`src/rtl/row_accum_tree.sv`:
```
`timescale 1ns/1ps
`default_nettype none
// ============================================================================
// Module      : row_accum_tree
// Description : Row-sum engine for the sparse matrix-vector datapath. Signed
//               products of one row are spread round-robin over LANES
//               interleaved accumulators. At end of row the partial sums are
//               snapshotted and reduced by a registered log2(LANES)-level
//               adder tree to a valid/ready output port.
//
// Ports       : clk          rising-edge clock
//               rst_n        asynchronous active-low reset, clears all state
//               i_in_valid   input element valid
//               o_in_ready   engine can accept (combinational from i_out_ready)
//               i_in_data    signed product, DATA_W bits
//               i_in_last    final element of current row
//               i_in_empty   with i_in_last: beat carries no element
//               o_out_valid  row result valid
//               i_out_ready  consumer accepts result
//               o_out_sum    signed row sum, DATA_W+GUARD bits
//               o_out_count  number of elements summed (saturating)
//               o_out_ovf    an add in this row saturated / overflowed
//
// Revision    : 1.0  initial release
// ============================================================================
module row_accum_tree #(
    parameter int DATA_W = 24,
    parameter int LANES  = 4,   // power of two, >= 2
    parameter int GUARD  = 8,
    parameter int CNT_W  = 11,
    parameter int SAT    = 0    // 0: wrap, 1: saturate at every add
) (
    input  logic                      clk,
    input  logic                      rst_n,
    input  logic                      i_in_valid,
    output logic                      o_in_ready,
    input  logic [DATA_W-1:0]         i_in_data,
    input  logic                      i_in_last,
    input  logic                      i_in_empty,
    output logic                      o_out_valid,
    input  logic                      i_out_ready,
    output logic [DATA_W+GUARD-1:0]   o_out_sum,
    output logic [CNT_W-1:0]          o_out_count,
    output logic                      o_out_ovf
);

    localparam int c_sum_w = DATA_W + GUARD;
    localparam int c_lvls  = $clog2(LANES);
    localparam int c_nodes = 2 * LANES - 1;

    localparam logic [c_sum_w-1:0] c_sum_max = {1'b0, {(c_sum_w-1){1'b1}}};
    localparam logic [c_sum_w-1:0] c_sum_min = {1'b1, {(c_sum_w-1){1'b0}}};
    localparam logic [CNT_W-1:0]   c_cnt_max = '1;

    // Signed add returning {overflow, result}. On overflow the result is
    // either wrapped or clamped toward the sign of the operands.
    function automatic logic [c_sum_w:0] f_add(input logic [c_sum_w-1:0] a,
                                               input logic [c_sum_w-1:0] b);
        logic [c_sum_w-1:0] s;
        logic               ov;
        s  = a + b;
        ov = (a[c_sum_w-1] == b[c_sum_w-1]) && (s[c_sum_w-1] != a[c_sum_w-1]);
        if ((SAT != 0) && ov) begin
            s = a[c_sum_w-1] ? c_sum_min : c_sum_max;
        end
        return {ov, s};
    endfunction

    // ------------------------------------------------------------------
    // Accumulator state
    // ------------------------------------------------------------------
    logic [c_sum_w-1:0] r_acc [LANES];
    logic [c_lvls-1:0]  r_ptr;
    logic [CNT_W-1:0]   r_cnt_acc;
    logic               r_acc_ovf;

    // ------------------------------------------------------------------
    // Tree state. Nodes use heap numbering: root is node 0, children of
    // node n are 2n+1 and 2n+2, leaves (the S0 snapshot) are LANES-1 ..
    // 2*LANES-2. Level k (0 = snapshot, c_lvls = output) carries one
    // valid, count and ovf flag.
    // ------------------------------------------------------------------
    logic [c_sum_w-1:0] r_node    [c_nodes];
    logic [c_lvls:0]    r_vld;
    logic [CNT_W-1:0]   r_lvl_cnt [c_lvls+1];
    logic [c_lvls:0]    r_lvl_ovf;

    logic               w_adv;
    logic               w_accept;
    logic               w_row_done;
    logic [c_sum_w-1:0] w_ext;
    logic [c_sum_w-1:0] w_lane_sum;
    logic               w_lane_ovf;
    logic [CNT_W-1:0]   w_cnt_inc;
    logic [CNT_W-1:0]   w_s0_cnt;
    logic               w_s0_ovf;
    logic [c_sum_w-1:0] w_leaf     [LANES];
    logic [c_sum_w-1:0] w_node_sum [LANES-1];
    logic [LANES-2:0]   w_node_ovf;
    logic [LANES-2:0]   w_node_load;
    logic [c_lvls:1]    w_lvl_add_ovf;

    // Whole engine advances together; a stalled output freezes every stage.
    assign w_adv      = !r_vld[c_lvls] || i_out_ready;
    assign o_in_ready = w_adv;
    assign w_accept   = i_in_valid && w_adv;
    assign w_row_done = w_accept && i_in_last;

    assign w_ext = c_sum_w'($signed(i_in_data));
    assign {w_lane_ovf, w_lane_sum} = f_add(r_acc[r_ptr], w_ext);

    assign w_cnt_inc = (r_cnt_acc == c_cnt_max) ? r_cnt_acc : r_cnt_acc + CNT_W'(1);
    assign w_s0_cnt  = i_in_empty ? r_cnt_acc : w_cnt_inc;
    assign w_s0_ovf  = r_acc_ovf || (!i_in_empty && w_lane_ovf);

    // Snapshot view: accumulators with the final element folded into the
    // current lane (unless the closing beat is empty).
    always_comb begin
        for (int i = 0; i < LANES; i++) begin
            w_leaf[i] = r_acc[i];
            if (!i_in_empty && (int'(r_ptr) == i)) begin
                w_leaf[i] = w_lane_sum;
            end
        end
    end

    // Internal tree nodes: pairwise adders and their load enables.
    for (genvar n = 0; n < LANES - 1; n++) begin : g_node
        localparam int c_depth = $clog2(n + 2) - 1;
        assign {w_node_ovf[n], w_node_sum[n]} = f_add(r_node[2*n+1], r_node[2*n+2]);
        // Node at depth d belongs to level c_lvls-d, fed by level c_lvls-d-1.
        assign w_node_load[n] = w_adv && r_vld[c_lvls-1-c_depth];
    end

    // Any overflowing adder in a level flags the row passing through it.
    for (genvar k = 1; k <= c_lvls; k++) begin : g_lvl
        localparam int c_d     = c_lvls - k;
        localparam int c_first = (1 << c_d) - 1;
        localparam int c_num   = 1 << c_d;
        assign w_lvl_add_ovf[k] = |w_node_ovf[c_first +: c_num];
    end

    // ------------------------------------------------------------------
    // Accumulators
    // ------------------------------------------------------------------
    always_ff @(posedge clk or negedge rst_n) begin
        if (!rst_n) begin
            for (int i = 0; i < LANES; i++) begin
                r_acc[i] <= '0;
            end
            r_ptr     <= '0;
            r_cnt_acc <= '0;
            r_acc_ovf <= 1'b0;
        end else if (w_accept) begin
            if (i_in_last) begin
                for (int i = 0; i < LANES; i++) begin
                    r_acc[i] <= '0;
                end
                r_ptr     <= '0;
                r_cnt_acc <= '0;
                r_acc_ovf <= 1'b0;
            end else if (!i_in_empty) begin
                r_acc[r_ptr] <= w_lane_sum;
                r_ptr        <= r_ptr + c_lvls'(1);
                r_cnt_acc    <= w_cnt_inc;
                r_acc_ovf    <= r_acc_ovf || w_lane_ovf;
            end
        end
    end

    // ------------------------------------------------------------------
    // Snapshot and tree data; data registers load only with valid rows so
    // the output holds its last value between results.
    // ------------------------------------------------------------------
    always_ff @(posedge clk or negedge rst_n) begin
        if (!rst_n) begin
            for (int n = 0; n < c_nodes; n++) begin
                r_node[n] <= '0;
            end
        end else begin
            for (int n = 0; n < LANES - 1; n++) begin
                if (w_node_load[n]) begin
                    r_node[n] <= w_node_sum[n];
                end
            end
            if (w_row_done) begin
                for (int i = 0; i < LANES; i++) begin
                    r_node[LANES-1+i] <= w_leaf[i];
                end
            end
        end
    end

    // Per-level valid / count / ovf side-band.
    always_ff @(posedge clk or negedge rst_n) begin
        if (!rst_n) begin
            r_vld     <= '0;
            r_lvl_ovf <= '0;
            for (int k = 0; k <= c_lvls; k++) begin
                r_lvl_cnt[k] <= '0;
            end
        end else if (w_adv) begin
            r_vld[0] <= w_row_done;
            if (w_row_done) begin
                r_lvl_cnt[0] <= w_s0_cnt;
                r_lvl_ovf[0] <= w_s0_ovf;
            end
            for (int k = 1; k <= c_lvls; k++) begin
                r_vld[k] <= r_vld[k-1];
                if (r_vld[k-1]) begin
                    r_lvl_cnt[k] <= r_lvl_cnt[k-1];
                    r_lvl_ovf[k] <= r_lvl_ovf[k-1] || w_lvl_add_ovf[k];
                end
            end
        end
    end

    assign o_out_valid = r_vld[c_lvls];
    assign o_out_sum   = r_node[0];
    assign o_out_count = r_lvl_cnt[c_lvls];
    assign o_out_ovf   = r_lvl_ovf[c_lvls];

endmodule
`default_nettype wire

```
`config.mk`:
```
export PLATFORM = sky130hd
export DESIGN_NAME = row_accum_tree
export DESIGN_NICKNAME = d
export VERILOG_FILES = /design/src/rtl/row_accum_tree.sv
export SDC_FILE = /design/constraint.sdc
export NUM_CORES = 1
export LEC_CHECK = 0
export CAP_MARGIN = 30
export CORE_MARGIN = 2
export CORE_UTILIZATION = 40
export DETAILED_ROUTE_END_ITERATION = 8
export GPL_ROUTABILITY_DRIVEN = 0
export REMOVE_ABC_BUFFERS = 1
export SLEW_MARGIN = 20
export SYNTH_ARGS = -nofsm -noshare
export SYNTH_HDL_FRONTEND = slang
export SYNTH_SLANG_ARGS = --single-unit
```
`constraint.sdc`:
```
create_clock -name clk -period 6.5 [get_ports clk]
set_clock_uncertainty 0.1 [all_clocks]
set_input_delay 0.65 -clock clk [delete_from_list [all_inputs] [get_ports clk]]
set_output_delay 0.65 -clock clk [all_outputs]
set_load 0.01 [all_outputs]
```
======== Word-level counts from Yosys, hierarchy flattened ========
Cells that the tools add are included.
word-level totals
  register bits ........................... 405
  bits of input ports ..................... 30
  output and inout port bits .............. 46
  logic and storage cells ................. 89
operators by class
  add/subtract/negate cells ............... 6
  $lt $le $gt $ge ......................... 2
  equality and inequality tests ........... 13
  mux-type cells .......................... 19
  bitwise logic cells ..................... 1
  reduce and logical (&&, ||, !) cells .... 27
operators by type and width
  cell                     number
  $mux W128                2
  $mux W32                 7
  $add A32 B32 Y32         4
  $bwmux W128              1
  $bmux W32 S2             1
  $demux W32 S2            1
  $mux W11                 3
  $logic_and A1 B1 Y1      14
  $add A11 B1 Y11 const B  1
  $eq A11 B11 Y1 const B   1
  $reduce_and A2 Y1        4
  $logic_or A1 B1 Y1       5
  $eq A1 B1 Y1             4
  $eq A2 B2 Y1 const B     2
  $mux W2                  2
  $ne A1 B1 Y1             4
  $ge A3 B3 Y1 const B     1
  $lt A3 B1 Y1 const B     1
  $not A2 Y3               1
  $add A2 B1 Y2 const B    1
  $eq A2 B1 Y1 const B     1
  $logic_not A1 Y1         2
  $logic_not A2 Y1         1
  $mux W1                  2
  2 further kinds          2

======== Depth between registers and ports, before layout ========
  depth after elaboration ................. 10
  gate-level depth with buffers ........... 14
  gate-level depth less buffers ........... 12

======== Least setup slack after synthesis ========
Ideal clock, no wire load.
  path type ............................... register to register
  start point ............................. register r_ptr[0]
  end point ............................... register r_node[30] in the netlist's numbering
  library setup time ...................... 123 ps
  arrival time ............................ 3,928 ps
  path slack .............................. 2,349 ps
  stages on the path, launching flop included .. 14
  period minus slack after synthesis ...... 4,151 ps
  path through ............................ dfrtp_1 clkbuf_1 buf_1 mux4_2 ha_1 and3_1 o2bb2ai_1 nor3_1 a211oi_2 nor4_2 o31ai_1 xor2_1 nand2b_1 o221a_2
between the ends
  longest elaborated chain between the ends .. 6
  elaborated cells on any way between the ends .. 8
RTL lines
  element                                       line  RTL
  start, declared                               73    logic [c_lvls-1:0] r_ptr;
  start signal, assigned                        164   r_ptr <= r_ptr + c_lvls'(1);
  $not A2 Y3 (not written as such)              110   assign {w_lane_ovf, w_lane_sum} = f_add(r_acc[r_ptr], w_ext);
  $bmux W32 S2                                  110
  $mux W32 (not written as such) (2 in series)  110
  $add A32 B32 Y32                              61    s = a + b;
  $mux W32 *                                    121   if (!i_in_empty && (int'(r_ptr) == i)) begin
  end signal, assigned by index                 183   r_node[n] <= w_node_sum[n];
  end signal, assigned by index                 188   r_node[LANES-1+i] <= w_leaf[i];
  end, declared                                 83    logic [c_sum_w-1:0] r_node [c_nodes];
Every way passes the cells marked *; elsewhere a longest branch is shown, timed or not. The select of a mux whose other input is x is not followed.
A chain may end at the register's enable or synchronous reset.

======== Final worst setup path ========
  start point ............................. register r_ptr[0]
  end point ............................... register r_node[62] in the netlist's numbering
The elaborated chain is that of the path after synthesis.

==> results.md <==
* Worst Max-Slew Pin Slew at 0.937 ns
* Hold WS at -0.00494 ns
* RSZ-0062 raised after global routing: no
* Multi-input gate area at 12,400 sq um
* Layout cells sized above 1 at 0.0825
* Switch Pwr at 4.61 mW
* CTS clock-pin slew for the worst setup and hold paths at 0.06 ns
* Status: finished with violations
* CP cell instances: mux4_2 -> ha_1 -> fa_1 -> a211oi_1 -> o21ai_0 -> o211ai_1 -> a211oi_2 -> nor4_2 -> o31ai_1 -> xor2_1 -> nand2b_1 -> o221a_2
* Synth unique cells at 78
* Worst endpoint data arrival time at 5.18 ns
* CORE AREA at 57,900 sq um
* CP endpoint kind: flip-flop
* Initial Util at 0.405
* Wire length of the first global-routing pass at 107,000 microns
* Yosys reg bits at 405
* Area Growth Syn to Fin at 12.0%
* I/O pins at 76
* Internal power at 6.88 mW
* Clock network power share at 0.233
* Vias in the first global route at 18,700
* Pin count of the biggest net entering global routing at 160
* Dpl ws at 1.82 ns
* Slew margin rel. at 0.376
* Peak supply drop at 0.000211 V
* Quantity of gates resized following cts at 0
* Cts bufs inserted at 45
* Routed Antenna Nets at 0
* Post-synth top flop: dfrtp_1
* Fin worst setup slack at 1.74 ns
* Synth Area per Inst at 9.12 sq um
* # hold bufs at CTS at 0
* Post-Synth XOR/XNOR Area at 0.0459
* Setup crit start: r_ptr[0]$_DFFE_PN0P_
* Port Buf Inserts at 75
* Cell Area, Synth at 23,500 sq um
* Seq pwr share at 0.332
* Max clock buf depth at 3
* # setup viols final at 0
* Cell Pwr Density at 437 nW/um^2
* Total clock sinks at 405
* CP peak stage delay at 0.97 ns
* Slew Limit Fails at 0
* Critical-path cell with the highest stage delay: dfrtp_2
* Async set-reset flop share out of synthesis at 1.00
* Mean routed wirelength per cell at 20.3 microns
* CTS root buffer: clkbuf_16
* Final Hold Viols at 3
* Gr ovfl total at 0
* Max_cap viols at 0
* CP Launch Type: flip-flop
* Htree depth at 2
* Largest family of logic cells by synthesized area: compound AO/OA/AOI/OAI gates
* 1st-iter DRT viols at 1,545
* Adder-cell area share of the yosys netlist at 0.0722
* WS Path Type: reg2reg
* Die Area at 60,600 sq um
* Via density at 5.67
* Fin Setup TNS at 0 ns
* Reg area at 10,100 sq um
* WP data required at 6.92 ns
* First-pass DRT Iterations at 5
* Ratio of final minimum period to clock period at 0.733
* Buf/Inv on CP at 0
* Fmax at 210 MHz
* Antenna violations before repair at 4
* CTS tree: yes
* Sequential area share after synthesis at 0.432
* Synth Area in Simple Gates at 0.151
* Fillers at 5,643
* Via count at 19,000
* Min-delay worst type: in2async
* Number of core rows at 88
* Switching share of total power at 0.401
* Die width at 246 microns
* Delay-heaviest family, CP: compound AO/OA/AOI/OAI gates
* CP Max Fanout at 23
* Mapped Cells at 2,575
* Final min period at 4.76 ns
* GRT Overall Usage at 0.225
* P_leak at 11.9 nW
* Reg2Reg Setup Slack at 1.74 ns
* DRT Wirelength at 67,900 microns
* Die H at 246 microns
* Ys Warns at 0
* Clk Latency, worst-skew pair at 0.59 ns
* CP Depth at 12
* FF-to-FF path depth at 12
* Power consumption at 11.5 mW
* Post-synth EDFFs at 0
* Post-synthesis mux area share at 0.0426
* Layout Nets at 2,710
* Post-layout util at 0.454
* Comb pwr share at 0.436
* Detail Placement HPWL at 48,300 microns
* Setup bufs post-CTS at 0
* R2R Path Start: r_ptr[0]$_DFFE_PN0P_
* Failing checks: hold timing
* Compound-cell area share of the yosys netlist at 0.216
* Detailed-route DRC error count at 0
## power groups by stage
stage	Combinational [mW]	Sequential, mW	Clock [mW]
after floorplan	3.47	3.70	0
after global placement	4.83	3.82	0
after detailed placement	4.93	3.84	0
after CTS	4.96	3.80	2.74
after global routing	5.57	3.90	2.84
final	5.00	3.81	2.67
## sequential cells by signal, summed over array words and instances, names as in the netlist
signal and cells:
r_cnt_acc 11, r_acc 128, r_acc_ovf 1, r_vld 3, r_lvl_ovf 3, r_ptr 2, r_node 192, r_lvl_cnt 22
o_out_sum 32, o_out_count 11
## worst register-to-register path, cell delays in order (launching register included)
cell,delay (ns)
dfrtp_2,0.97
mux4_2,0.61
ha_1,0.25
fa_1,0.43
a211oi_1,0.31
o21ai_0,0.19
o211ai_1,0.22
a211oi_2,0.18
nor4_2,0.45
o31ai_1,0.17
xor2_1,0.34
nand2b_1,0.26
o221a_2,0.22
## final timing paths
kind,endpoint
setup / recovery,r_node[62]$_DFFE_PN0P_
hold / removal,r_acc[4]$_DFFE_PN0P_
setup reg to reg,r_node[62]$_DFFE_PN0P_
hold reg to reg,r_lvl_cnt[19]$_DFFE_PN0P_
max in group asynchronous,o_out_sum[14]$_DFFE_PN0P_
min in group clk,r_lvl_cnt[19]$_DFFE_PN0P_
## Yosys cell counts, types with 35 or more instances
cell type / number / share of area
nand2_1: 435 / 0.070
dfrtp_1: 405 / 0.43
o21ai_0: 274 / 0.058
a21oi_1: 206 / 0.044
nor2_1: 173 / 0.028
clkbuf_1: 132 / 0.021
ha_1: 129 / 0.069
xor2_1: 63 / 0.024
a22o_1: 62 / 0.023
xnor2_1: 60 / 0.022
a31oi_1: 56 / 0.015
a21o_1: 53 / 0.017
nand3_1: 51 / 0.011
buf_4: 43 / 0.014
nor3_1: 35 / 0.0075
## layer usage
layer,vias up,share of wire,GRT usage
li1,9095,-,-
met3,120,0.067,0.0477
met1,9196,0.45,0.306
met5,-,0,0
met4,0,0.030,0.0751
met2,579,0.45,0.359
## kinds of logic after synthesis
| family | after synthesis |
|---|---|
| xor+xnor | 123 |
| fa+ha+maj | 133 |
| flops | 405 |
| compound gates | 820 |
| simple gates | 822 |
| mux | 58 |
| buf+inv | 214 |
## through the flow
step | instance area, sq um | instances
finish | 26300 | 3349
global route | 26300 | 3348
CTS | 26200 | 3344
detailed placement | 24700 | 3261
global placement | 24600 | 3257
floorplan | 22600 | 2389
## cells in the final DEF (no fill, tap or decap), types with 29 or more instances in the layout
master and count:
nand2_1 432, clkbuf_16 46, nand3_1 51, xnor2_1 60, nor3_1 35, a31oi_1 56
mux4_2 32, ha_1 129, o21ai_0 274, a21o_1 53, a21oi_1 206, and3_1 29
dfrtp_1 404, a22o_1 62, xor2_1 63, nor2_1 169, clkdlybuf4s50_1 74
## cell type report
type	instances	share of cell area
multi-input combinational	1956	0.473
sequential	405	0.386
clock inverter	15	0.00728
antenna	1	0.0000952
clock buffer	68	0.0519
inverter	28	0.00400
tap	765	0.0364
timing repair buffer	111	0.0420
(Power assumes the default switching activity.)
